===== src/rtl/spi_slave_responder.sv =====
// SPI responder on the system clock: oversamples sclk/mosi/cs_n, receives one DATA_W frame
// MSB-first while shifting out a preloaded reply, in any CPOL/CPHA mode.
module spi_slave_responder #(
    parameter int DATA_W      = 32,
    parameter int SYNC_STAGES = 2
) (
    input  logic              clk,
    input  logic              reset,
    input  logic              cpol,
    input  logic              cpha,
    input  logic              sclk,
    input  logic              mosi,
    input  logic              cs_n,
    output logic              miso,
    output logic              miso_oe,
    input  logic [DATA_W-1:0] tx_data,
    input  logic              tx_valid,
    output logic              tx_ready,
    output logic [DATA_W-1:0] rx_data,
    output logic              rx_valid,
    output logic              done,
    output logic              underrun,
    output logic              abort,
    output logic [1:0]        dbg_state
);

    localparam int CNT_W = $clog2(DATA_W + 1);

    typedef enum logic [1:0] {
        S_IDLE    = 2'd0,
        S_ACTIVE  = 2'd1,
        S_DONE    = 2'd2,
        S_WAIT_CS = 2'd3
    } state_t;

    state_t state_q, state_d;

    logic [SYNC_STAGES-1:0] sclk_sync_q, sclk_sync_d;
    logic [SYNC_STAGES-1:0] mosi_sync_q, mosi_sync_d;
    logic [SYNC_STAGES-1:0] cs_sync_q, cs_sync_d;
    logic                   sclk_dly_q, sclk_dly_d;
    logic                   cs_dly_q, cs_dly_d;

    logic [DATA_W-1:0] buf_q, buf_d;
    logic              buf_full_q, buf_full_d;
    logic [DATA_W-1:0] tx_shift_q, tx_shift_d;
    logic [DATA_W-1:0] rx_shift_q, rx_shift_d;
    logic [DATA_W-1:0] rx_data_q, rx_data_d;
    logic [CNT_W-1:0]  bit_cnt_q, bit_cnt_d;
    logic              cpol_q, cpol_d;
    logic              cpha_q, cpha_d;
    logic              first_q, first_d;
    logic              underrun_q, underrun_d;

    logic sclk_s, mosi_s, cs_s;
    logic lead_edge, trail_edge, cs_fall, frame_start, accept, cnt_full;

    assign sclk_s      = sclk_sync_q[SYNC_STAGES-1];
    assign mosi_s      = mosi_sync_q[SYNC_STAGES-1];
    assign cs_s        = cs_sync_q[SYNC_STAGES-1];
    // Edge polarity is judged against the cpol latched at frame start.
    assign lead_edge   = (sclk_s != sclk_dly_q) && (sclk_dly_q == cpol_q);
    assign trail_edge  = (sclk_s != sclk_dly_q) && (sclk_s == cpol_q);
    assign cs_fall     = !cs_s && cs_dly_q;
    assign frame_start = (state_q == S_IDLE) && cs_fall;
    assign accept      = tx_valid && !buf_full_q;
    assign cnt_full    = (bit_cnt_q == CNT_W'(DATA_W));

    always_comb begin
        sclk_sync_d = {sclk_sync_q[SYNC_STAGES-2:0], sclk};
        mosi_sync_d = {mosi_sync_q[SYNC_STAGES-2:0], mosi};
        cs_sync_d   = {cs_sync_q[SYNC_STAGES-2:0], cs_n};
        sclk_dly_d  = sclk_s;
        cs_dly_d    = cs_s;
    end

    // State register
    always_ff @(posedge clk or negedge reset) begin
        if (!reset) begin
            state_q <= S_IDLE;
        end else begin
            state_q <= state_d;
        end
    end

    // Next-state logic
    always_comb begin
        state_d = state_q;
        case (state_q)
            S_IDLE:    if (cs_fall) state_d = S_ACTIVE;
            S_ACTIVE: begin
                if (cnt_full)  state_d = S_DONE;
                else if (cs_s) state_d = S_IDLE;
            end
            S_DONE:    state_d = S_WAIT_CS;
            S_WAIT_CS: if (cs_s) state_d = S_IDLE;
            default:   state_d = S_IDLE;
        endcase
    end

    // Output logic
    always_comb begin
        miso      = (state_q == S_ACTIVE) ? tx_shift_q[DATA_W-1] : 1'b0;
        miso_oe   = (state_q != S_IDLE);
        rx_valid  = (state_q == S_DONE);
        done      = (state_q == S_DONE);
        abort     = (state_q == S_ACTIVE) && cs_s && !cnt_full;
        tx_ready  = !buf_full_q;
        underrun  = underrun_q;
        rx_data   = rx_data_q;
        dbg_state = state_q;
    end

    always_comb begin
        buf_d      = buf_q;
        buf_full_d = buf_full_q;
        tx_shift_d = tx_shift_q;
        rx_shift_d = rx_shift_q;
        rx_data_d  = rx_data_q;
        bit_cnt_d  = bit_cnt_q;
        cpol_d     = cpol_q;
        cpha_d     = cpha_q;
        first_d    = first_q;
        underrun_d = underrun_q;

        if (accept) begin
            buf_d      = tx_data;
            buf_full_d = 1'b1;
            underrun_d = 1'b0;
        end

        // A word accepted on the start cycle lands in the buffer for the next frame.
        if (frame_start) begin
            cpol_d     = cpol;
            cpha_d     = cpha;
            bit_cnt_d  = '0;
            first_d    = 1'b1;
            rx_shift_d = '0;
            if (buf_full_q) begin
                tx_shift_d = buf_q;
                buf_full_d = 1'b0;
            end else begin
                tx_shift_d = '0;
                underrun_d = 1'b1;
            end
        end

        if (state_q == S_ACTIVE && !cnt_full) begin
            if (!cpha_q) begin
                if (lead_edge) begin
                    rx_shift_d = {rx_shift_q[DATA_W-2:0], mosi_s};
                    bit_cnt_d  = bit_cnt_q + CNT_W'(1);
                end
                if (trail_edge) tx_shift_d = {tx_shift_q[DATA_W-2:0], 1'b0};
            end else begin
                // The MSB is already on miso, so the first leading edge must not shift.
                if (lead_edge) begin
                    if (first_q) first_d = 1'b0;
                    else         tx_shift_d = {tx_shift_q[DATA_W-2:0], 1'b0};
                end
                if (trail_edge) begin
                    rx_shift_d = {rx_shift_q[DATA_W-2:0], mosi_s};
                    bit_cnt_d  = bit_cnt_q + CNT_W'(1);
                end
            end
        end

        if (state_q == S_ACTIVE && cnt_full) rx_data_d = rx_shift_q;
    end

    always_ff @(posedge clk or negedge reset) begin
        if (!reset) begin
            sclk_sync_q <= '0;
            mosi_sync_q <= '0;
            cs_sync_q   <= '1;
            sclk_dly_q  <= 1'b0;
            cs_dly_q    <= 1'b1;
            buf_q       <= '0;
            buf_full_q  <= 1'b0;
            tx_shift_q  <= '0;
            rx_shift_q  <= '0;
            rx_data_q   <= '0;
            bit_cnt_q   <= '0;
            cpol_q      <= 1'b0;
            cpha_q      <= 1'b0;
            first_q     <= 1'b0;
            underrun_q  <= 1'b0;
        end else begin
            sclk_sync_q <= sclk_sync_d;
            mosi_sync_q <= mosi_sync_d;
            cs_sync_q   <= cs_sync_d;
            sclk_dly_q  <= sclk_dly_d;
            cs_dly_q    <= cs_dly_d;
            buf_q       <= buf_d;
            buf_full_q  <= buf_full_d;
            tx_shift_q  <= tx_shift_d;
            rx_shift_q  <= rx_shift_d;
            rx_data_q   <= rx_data_d;
            bit_cnt_q   <= bit_cnt_d;
            cpol_q      <= cpol_d;
            cpha_q      <= cpha_d;
            first_q     <= first_d;
            underrun_q  <= underrun_d;
        end
    end

endmodule


===== config.mk =====
export PLATFORM = sky130hd
export DESIGN_NAME = spi_slave_responder
export DESIGN_NICKNAME = d
export VERILOG_FILES = /design/src/rtl/spi_slave_responder.sv
export SDC_FILE = /design/constraint.sdc
export NUM_CORES = 1
export LEC_CHECK = 0
export CAP_MARGIN = 30
export CORE_UTILIZATION = 50
export CTS_CLUSTER_SIZE = 40
export DETAILED_ROUTE_END_ITERATION = 16
export GPL_ROUTABILITY_DRIVEN = 0
export HOLD_SLACK_MARGIN = 0.02
export PLACE_DENSITY = 0.76
export SETUP_SLACK_MARGIN = 0.4
export SKIP_CTS_REPAIR_TIMING = 1
export SLEW_MARGIN = 5
export SYNTH_ARGS = -nofsm -noshare
export SYNTH_HDL_FRONTEND = slang
export SYNTH_SLANG_ARGS = --single-unit

===== constraint.sdc =====
create_clock -name clk -period 1.9 [get_ports clk]
set_input_delay 0.38 -clock clk [delete_from_list [all_inputs] [get_ports clk]]
set_output_delay 0.38 -clock clk [all_outputs]
set_load 0.02 [all_outputs]

==> results of run 1 <==
-- synthesized netlist by cell type --
library cell    n  area (µm²)
buf_2          13        65.1
nand4_1         1        6.26
o21ai_0        44         220
nor3b_1         1        7.51
nor2b_1         7        43.8
o211ai_1        1        7.51
or2_2           1        6.26
buf_6           8        90.1
a311oi_1        1        8.76
mux2i_1         2        20.0
and4_1          1        8.76
and2_1          2        12.5
xor2_1          2        17.5
and4bb_2        1        12.5
o21ai_2        20         175
dfrtp_1       146        3650
and3_1          1        6.26
inv_1           7        26.3
a211oi_1        1        7.51
nor3b_2         1        12.5
a21boi_2        2        22.5
clkbuf_1       17        63.8
dfstp_2         3        78.8
a31oi_1         1        6.26
o22ai_1         1        6.26
mux2_1          1        11.3
a21o_1          3        22.5
mux2_2         96        1080
nor2_1          6        22.5
nand3_1        34         170
a41oi_1         1        8.76
a21oi_1         2        10.0
buf_4           1        7.51
ha_1            2        25.0
clkbuf_2        1        5.00
nor3_1          1        5.00
o311ai_2        1        16.3
nand2_1       104         390
and3b_1         1        8.76
mux2_4          2        30.0
or4b_1          1        10.0
o31ai_1         1        7.51
and2_4          1        8.76
-- final timing paths --
path	startpoint	slack, ns	end	depth (start not counted)
setup reg to reg	bit_cnt_q[0]	-0.17	tx_shift_q[16]	9
setup / recovery	bit_cnt_q[0]	-0.17	abort	6
hold reg to reg	sclk_sync_q[0]	0.36	sclk_sync_q[1]	0
min in group asynchronous	reset	0.44	rx_shift_q[14]	2
hold / removal	cs_n	0.36	cs_sync_q[0]	1
max in group asynchronous	reset	0.82	tx_shift_q[16]	3
-- kinds of logic (layout without fill, tap and decap cells) --
kind of cell	after synthesis	count (layout)	synth area share
muxes	101	101	0.178
AOI/OAI and AO/OA	79	79	0.0808
DFF	149	149	0.581
buffers and inverters	47	175	0.0401
and+or+nand+nor	164	165	0.114
adders and majority gates	2	2	0.00389
xor gates and xnor gates	2	2	0.00273
-- worst max-delay path: stages (launching register included) --
cell and delay (ns):
dfrtp_1 0.37, inv_2 0.06, ha_4 0.14, and4bb_2 0.25, a21boi_4 0.18, and2_4 0.16, buf_6 0.11
-- per-layer routing --
layer	vias up	global-route usage	wire length [µm]
li1	2102	-	-
met1	2353	0.257	6140
met2	134	0.346	7820
met3	30	0.0474	641
met4	0	0.0814	286
met5	-	0	0
-- power groups by stage --
stage	Clock (mW)	Sequential, mW	Combinational (mW)
2_1_floorplan	0	4.27	1.45
3_3_place_gp	0	4.38	1.83
3_5_place_dp	0	4.43	1.94
4_1_cts	3.56	4.38	1.96
5_1_grt	3.72	4.49	2.57
6_report	3.52	4.40	2.34
-- through the flow --
step / hold WS (ns) / std cells / cell area (µm²) / setup TNS [ns]
floorplan: 0.0844 / 544 / 6580 / 0
global placement: 0.313 / 786 / 7610 / -2.58
detailed placement: 0.324 / 786 / 7610 / -4.15
CTS: -0.121 / 818 / 8240 / -6.96
global route: 0.352 / 845 / 9040 / -8.89
finish: 0.361 / 845 / 9040 / -5.03
-- final cells by class --
class                      instances  area, µm²
clock buffer                      19        443
clock inverter                    13        181
fill                             820       3530
inverter                           7       26.3
multi-input combinational        349       2750
sequential                       149       3740
tap                              172        215
timing repair buffer             136       1690
-- state kept, by name (all words and copies together), names as in the netlist --
name and count:
sclk_dly_q 1, dbg_state 2, rx_shift_q 32, cpol_q 1, cs_sync_q 2, bit_cnt_q 6
underrun 1, first_q 1, sclk_sync_q 2, buf_full_q 1, rx_data 32, buf_q 32
mosi_sync_q 2, cs_dly_q 1, cpha_q 1, tx_shift_q 32
==> results.md, run 1 <==
* Num CTS Buffers at 17
* Initial Utilization at 0.511
* Worst Path Required at between 1.5 and 2 ns
* Clock skew at around 0.0096 ns
* Status: complete, but fails checks
* Synth Register Bits at 149
* F_max at 483 MHz
* P per Cell Area at 1130 nW/µm²
* Commonest non-fill, non-tap cell in the layout: dfrtp_1
* Hold Fails Final Rpt at 0
* Combinational share of power at 0.228
* Synthesized netlist cell count at approximately 540
* Area of the die at approximately 13000 µm²
* CP Launch Type: register
* # rows at between 40 and 50
* Max Cap Viol at 0
* # IOs at 81
* Worst VDD drop at 0.786 mV
* Core footprint at 12600 µm²
* Avg WL per Cell at roughly 18 µm
* Diodes inserted at 0
* Gr ovfl total at 0
* Vias in the first global route at about 4.3k
* Die width at approximately 120 µm
* PortBufs at 80
* Post-Syn Area at 6430 µm²
* Clock latency on the worst-skew pair at 0.43 ns
* CP max FO at 2
* Post-Route Utilization at 0.719
* Pwr Total at around 10 mW
* Initial antenna violation count at 0
* Cell internal pwr at about 7.5 mW
* Final WS setup at -0.171 ns
* Syn. warnings at 0
* Clock power share at 0.343
* Net Sw Power at about 2.8 mW
* Max Slew Vio Count at 0
* Failing checks: negative setup slack
* Nets at approximately 700
* Final worst path period share at 1.09
* Tmin final at just over 2 ns
* Post-synthesis sequential area ratio at 0.581
* CP endpoint kind: output port
* CTS tree: yes
* Place WS at -0.178 ns
* H-tree depth at 4
* Final HPWL DP at 7990 µm
* Vias/cell at around 5.5
* DRT iter0 DRCs at approximately 220
* Net Sw Frac at 0.268
* Die H at between 100 and 150 µm
* Total Routed Length at 14900 µm
* Post-Syn Nets at a little under 600
* Kind of critical path: reg2out
* Slew headroom at 0.718
* Synthesized area per cell at 11.8 µm²
* Post-DRT Antenna Nets at 0
* Hold Crit Class: in2reg
* Layout cells sized above 1 at 0.385
* Tot GR Track Use at 0.205
* Static leakage at around 4.7 nW
* Most frequent cells in the layout: dfrtp_1, nand2_1, mux2_2, clkdlybuf4s50_1
* Unrepaired setup endpoints after global routing: true
* First-pass GRT wire length at around 21000 µm
* CTS clock-pin slew for the worst setup and hold paths at 0.06 ns
* Critical path arrival at 1.69 ns
* Sequential share of power at 0.429
* Via count at between 4k and 5k
* # clock sinks at ~150
* Clk buf depth at 2
* Largest net degree at the start of global routing at 101
* Clock Tree Root: clkbuf_16
* Area Overhead vs Synth at 40.7%
* DRT Pass-1 Iters at 4
* Library cells used by synthesis at 43
* Drt drc at 0
* Final setup vio count at 50
* Tightest Pin Transition at 0.422 ns
Note: power is estimated with default switching activity, not from simulation.
==> inputs of run 2 (changes only) <==
- DONT_BUFFER_PORTS: not set -> 1
- PLACE_DENSITY: 0.76 -> 0.68
==> results.md, run 2 (same netlist as run 1, synthesis figures left out) <==
* Vias in the first global route at 4000 (-7.4%)
* Hold Crit Class: in2async
* Worst R2R Start: bit_cnt_q[0]
* CP max FO at 2 (unchanged)
* Core footprint at 12600 µm² (unchanged)
* Area of the die at 13300 µm² (unchanged)
* CTS tree: yes
* Failing checks: negative hold slack, negative setup slack
* Final HPWL DP at 7220 µm (-9.6%)
* Clk buf depth at 2 (unchanged)
* DRT Pass-1 Iters at 7 (+3)
* Layout cells sized above 1 at 0.384 (-0.000490)
* Worst VDD drop at 1.13 mV (+43%)
* H-tree depth at 4 (unchanged)
* Initial Utilization at 0.511 (unchanged)
* Critical path arrival at 1.68 ns (about the same)
* Initial antenna violation count at 0 (unchanged)
* Gr ovfl total at 0 (unchanged)
* Clock latency on the worst-skew pair at 0.42 ns (about the same)
* First-pass GRT wire length at 19500 µm (-7.3%)
* CP endpoint: abort
* Die width at 115 µm (unchanged)
* Tightest Pin Transition at 0.470 ns (+0.0474 ns)
* Slew headroom at 0.684 (-0.0349)
* CP endpoint kind: output port
* Drt drc at 0 (unchanged)
* Status: complete, but fails checks
* PortBufs at 0 (-100%)
* # clock sinks at 149 (unchanged)
* Clock skew at 0.00805 ns (-0.00157 ns)
* Num CTS Buffers at 17 (unchanged)
* Nets at 618 (-12%)
* Place WS at -0.0472 ns (+0.130 ns)
* Final setup vio count at 66 (+32%)
* Total Routed Length at 13300 µm (-10%)
* Clock Tree Root: clkbuf_16
* Max Cap Viol at 0 (unchanged)
* Kind of critical path: reg2out
* Final Non-Filler Cells at 760 (-10%)
* Area Overhead vs Synth at 22.7%
* Via count at 4185 (-9.4%)
* P per Cell Area at 1210 nW/µm² (+7.0%)
* Hold Fails Final Rpt at 149 (+149)
* Unrepaired setup endpoints after global routing: true
* Worst Path Required at 1.52 ns (about the same)
* Post-Route Utilization at 0.627 (-0.0919)
* Most frequent cells in the layout: dfrtp_1, nand2_1, mux2_2, nand3_1, o21ai_0
* Largest net degree at the start of global routing at 150 (+49%)
* Pwr Total at 9.57 mW (-6.7%)
* FF-to-FF End: tx_shift_q[1]
* Hold WS at -0.342 ns (-0.703 ns)
* Placed cells at 701 (-11%)
* Static leakage at 3.63 nW (-22%)
* Die H at 115 µm (unchanged)
* CP Launch Type: register
* Area after DPL at 6740 µm² (-12%)
* Critical Path Source: bit_cnt_q[0]
* Tmin final at 2.06 ns (-0.0113 ns)
* F_max at 486 MHz (+0.55%)
* DRT iter0 DRCs at 280 (+29%)
* Finished Cell Area at 7890 µm² (-13%)
* Tot GR Track Use at 0.192 (-0.0132)
* # IOs at 81 (unchanged)
* Post-DRT Antenna Nets at 0 (unchanged)
* Reg2Reg Depth at 9 (unchanged)
* Final setup TNS at -4.41 ns (+0.617 ns)
* Final WS setup at -0.160 ns (+0.0113 ns)
* Commonest non-fill, non-tap cell in the layout: dfrtp_1
* Avg WL per Cell at 17.5 µm (-0.37%)
* CTS clock-pin slew for the worst setup and hold paths at 0.06 ns (about the same)
* Final worst path period share at 1.08 (-0.00597)
* # rows at 41 (unchanged)
* Vias/cell at 5.51 (+0.74%)
* R2R setup slack at -0.14 ns (+0.03 ns)
* Diodes inserted at 0 (unchanged)
* Max Slew Vio Count at 0 (unchanged)
run 2: where the power goes:
part	internal, mW	switching (mW)	total [mW]	leakage (nW)
Clock	1.83	1.19	3.02	0.267
Sequential	3.93	0.481	4.41	1.93
Combinational	1.28	0.862	2.14	1.42
run 2: how the worst min path moves through the flow:
stage / end / slack (ns) / cells past startpoint
2_1_floorplan: bit_cnt_q[0] / 0.08 / 0
3_3_place_gp: rx_data[13] / 0.09 / 0
3_5_place_dp: rx_data[12] / 0.09 / 0
4_1_cts: rx_shift_q[10] / -0.36 / 0
5_1_grt: bit_cnt_q[5] / -0.37 / 0
6_report: rx_data[12] / -0.34 / 0
run 2: final cells by class:
| type | count | area [µm²] |
|---|---|---|
| Clock buffer | 27 | 513 |
| Multi-Input combinational cell | 349 | 2660 |
| Inverter | 7 | 31.3 |
| Timing Repair Buffer | 52 | 714 |
| Clock inverter | 4 | 20.0 |
| Sequential cell | 149 | 3740 |
| Tap cell | 172 | 215 |
| Fill cell | 968 | 4680 |
run 2: worst max-delay path, cell delays in order (launching register included):
cell and delay [ns]:
dfrtp_1 0.37, inv_2 0.06, ha_4 0.15, and4bb_2 0.25, a21boi_4 0.14, buf_6 0.11
and2_4 0.17
run 2: per-layer routing:
metal / part of all wire / wire, µm / GRT usage
met1: 0.43 / 5690 / 0.233
met2: 0.52 / 6880 / 0.313
met3: 0.047 / 630 / 0.0691
met4: 0.010 / 136 / 0.0753
met5: 0 / 0 / 0
==> inputs of run 3 (changes only) <==
- CORE_UTILIZATION: 50 -> 57
- PLACE_DENSITY: 0.68 -> 0.75
==> results.md, run 3 (same netlist as run 1, synthesis figures left out) <==
* CP Launch Type: register
* Worst VDD drop at 0.859 mV (-24%)
* Static leakage at 3.68 nW (+1.4%)
* # IOs at 81 (unchanged)
* Final setup TNS at -8.18 ns (-3.77 ns)
* Num CTS Buffers at 17 (unchanged)
* Clock latency on the worst-skew pair at 0.42 ns (about the same)
* Initial Utilization at 0.588 (+0.0763)
* Post-DRT Antenna Nets at 0 (unchanged)
* Diodes inserted at 0 (unchanged)
* Core footprint at 10900 µm² (-13%)
* CP max FO at 3 (+1)
* Drt drc at 0 (unchanged)
* Final WS setup at -0.245 ns (-0.0853 ns)
* Clock Tree Root: clkbuf_16
* Die H at 108 µm (-6.2%)
* Worst Path Required at 1.52 ns (about the same)
* First-pass GRT wire length at 19300 µm (-1.0%)
* Vias/cell at 5.72 (+3.8%)
* CP Buf/Inv Count at 2 (unchanged)
* Failing checks: negative hold slack, negative setup slack
* Final worst path period share at 1.13 (+0.0449)
* Stages on the worst setup path at 6 (unchanged)
* Kind of critical path: reg2out
* Hold Fails Final Rpt at 149 (unchanged)
* CP Cell Sequence: inv_2 -> ha_4 -> and4bb_2 -> a21boi_4 -> buf_12 -> and2_4
* DRT iter0 DRCs at 193 (-31%)
* Status: complete, but fails checks
* Max Slew Vio Count at 0 (unchanged)
* Delay-heaviest family, CP: simple AND/OR/NAND/NOR gates
* Nets at 623 (+0.81%)
* Hold Crit Class: in2async
* Tot GR Track Use at 0.217 (+0.0245)
* CP endpoint kind: output port
* Critical path's largest stage delay at 0.38 ns (about the same)
* CTS tree: yes
* Via count at 4197 (+0.29%)
* Reg2Reg Depth at 8 (-1)
* Tmin final at 2.14 ns (+0.0853 ns)
* Commonest non-fill, non-tap cell in the layout: dfrtp_1
* Final setup vio count at 60 (-9.1%)
* CTS clock-pin slew for the worst setup and hold paths at 0.06 ns (about the same)
* Hold WS at -0.344 ns (-0.00196 ns)
* Total Routed Length at 12900 µm (-3.3%)
* Post-Route Utilization at 0.725 (+0.0974)
* Clock skew at 0.00898 ns (+0.000924 ns)
* PortBufs at 0 (unchanged)
* Layout cells sized above 1 at 0.392 (+0.00790)
* Area of the die at 11700 µm² (-12%)
* # clock sinks at 149 (unchanged)
* Initial antenna violation count at 0 (unchanged)
* Tightest Pin Transition at 0.344 ns (-0.126 ns)
* Vias in the first global route at 4069 (+1.7%)
* # rows at 38 (-7.3%)
* R2R setup slack at -0.24 ns (-0.10 ns)
* Slew headroom at 0.768 (+0.0846)
* FF-to-FF End: tx_shift_q[24]
* Gr ovfl total at 0 (unchanged)
* Final HPWL DP at 7250 µm (+0.43%)
* F_max at 466 MHz (-4.0%)
* CP max-delay cell: dfrtp_1
* Most frequent cells in the layout: dfrtp_1, nand2_1, mux2_2, nand3_1, o21ai_0
* Area Overhead vs Synth at 23.3%
* Max Cap Viol at 0 (unchanged)
* Avg WL per Cell at 17.6 µm (+0.15%)
* DRT Pass-1 Iters at 4 (-3)
* Die width at 108 µm (-6.2%)
* Clk buf depth at 2 (unchanged)
* Critical path arrival at 1.76 ns (+0.08 ns)
* P per Cell Area at 1290 nW/µm² (+6.6%)
* H-tree depth at 4 (unchanged)
* Largest net degree at the start of global routing at 150 (unchanged)
* Worst R2R Start: bit_cnt_q[1]
* Unrepaired setup endpoints after global routing: true
## run 3: cell types whose count changed in the layout (fill, tap and decap cells not counted), moves of 2 or more
cell       previous run  this run
buf_4                19        27
bufinv_16             0         5
mux2_2               68        82
o21ai_1              11         9
o21ai_2              20        22
mux2_4               31        16
clkbuf_1              5         1
## run 3: how the worst max path moves through the flow
stage | startpoint | to | slack (ns)
3_3_place_gp | bit_cnt_q[1] | rx_shift_q[7] | 0.001
3_5_place_dp | bit_cnt_q[1] | rx_shift_q[5] | -0.09
2_1_floorplan | bit_cnt_q[0] | tx_shift_q[10] | 0.05
5_1_grt | bit_cnt_q[1] | abort | -0.30
4_1_cts | bit_cnt_q[1] | abort | -0.43
6_report | bit_cnt_q[1] | abort | -0.24
## run 3: final cells by class
cell class	count	area [µm²]
flip-flops and latches	149	3740
fillers	696	3010
multi-input cells	348	2580
repair buffers	58	732
clock buffers	23	498
well taps	140	175
clock inverters	9	170
inverters	7	31.3
## run 3: stage by stage
step	setup slack (ns)	area [µm²]	instances	total power, mW	hold slack [ns]
6_report	-0.245	7930	734	10.3	-0.344
5_1_grt	-0.298	7930	734	10.7	-0.366
4_1_cts	-0.432	7360	699	9.88	-0.359
3_5_place_dp	-0.0862	6690	667	6.11	0.0883
3_3_place_gp	0.00106	6690	667	5.98	0.0895
2_1_floorplan	0.0485	6580	544	5.72	0.0844
## run 3: layer usage
metal | GRT usage | share of wire | vias up
li1 | - | - | 1937
met1 | 0.264 | 0.43 | 2149
met2 | 0.353 | 0.52 | 95
met3 | 0.0615 | 0.036 | 16
met4 | 0.110 | 0.014 | 0
met5 | 0 | 0 | -
## run 3: worst register-to-register path, cell delays in order, from the launching register on
cell,delay (ns)
dfrtp_1,0.38
inv_2,0.06
ha_4,0.15
and4bb_2,0.26
a21boi_4,0.21
buf_4,0.14
a21boi_4,0.27
clkbuf_16,0.23
mux2_2,0.35
## run 3: report_power, final
group	total, mW	internal (mW)	leakage (nW)	switching, mW
combinational	2.11	1.24	1.41	0.869
clock	3.75	2.50	0.333	1.25
sequential	4.40	3.93	1.93	0.465
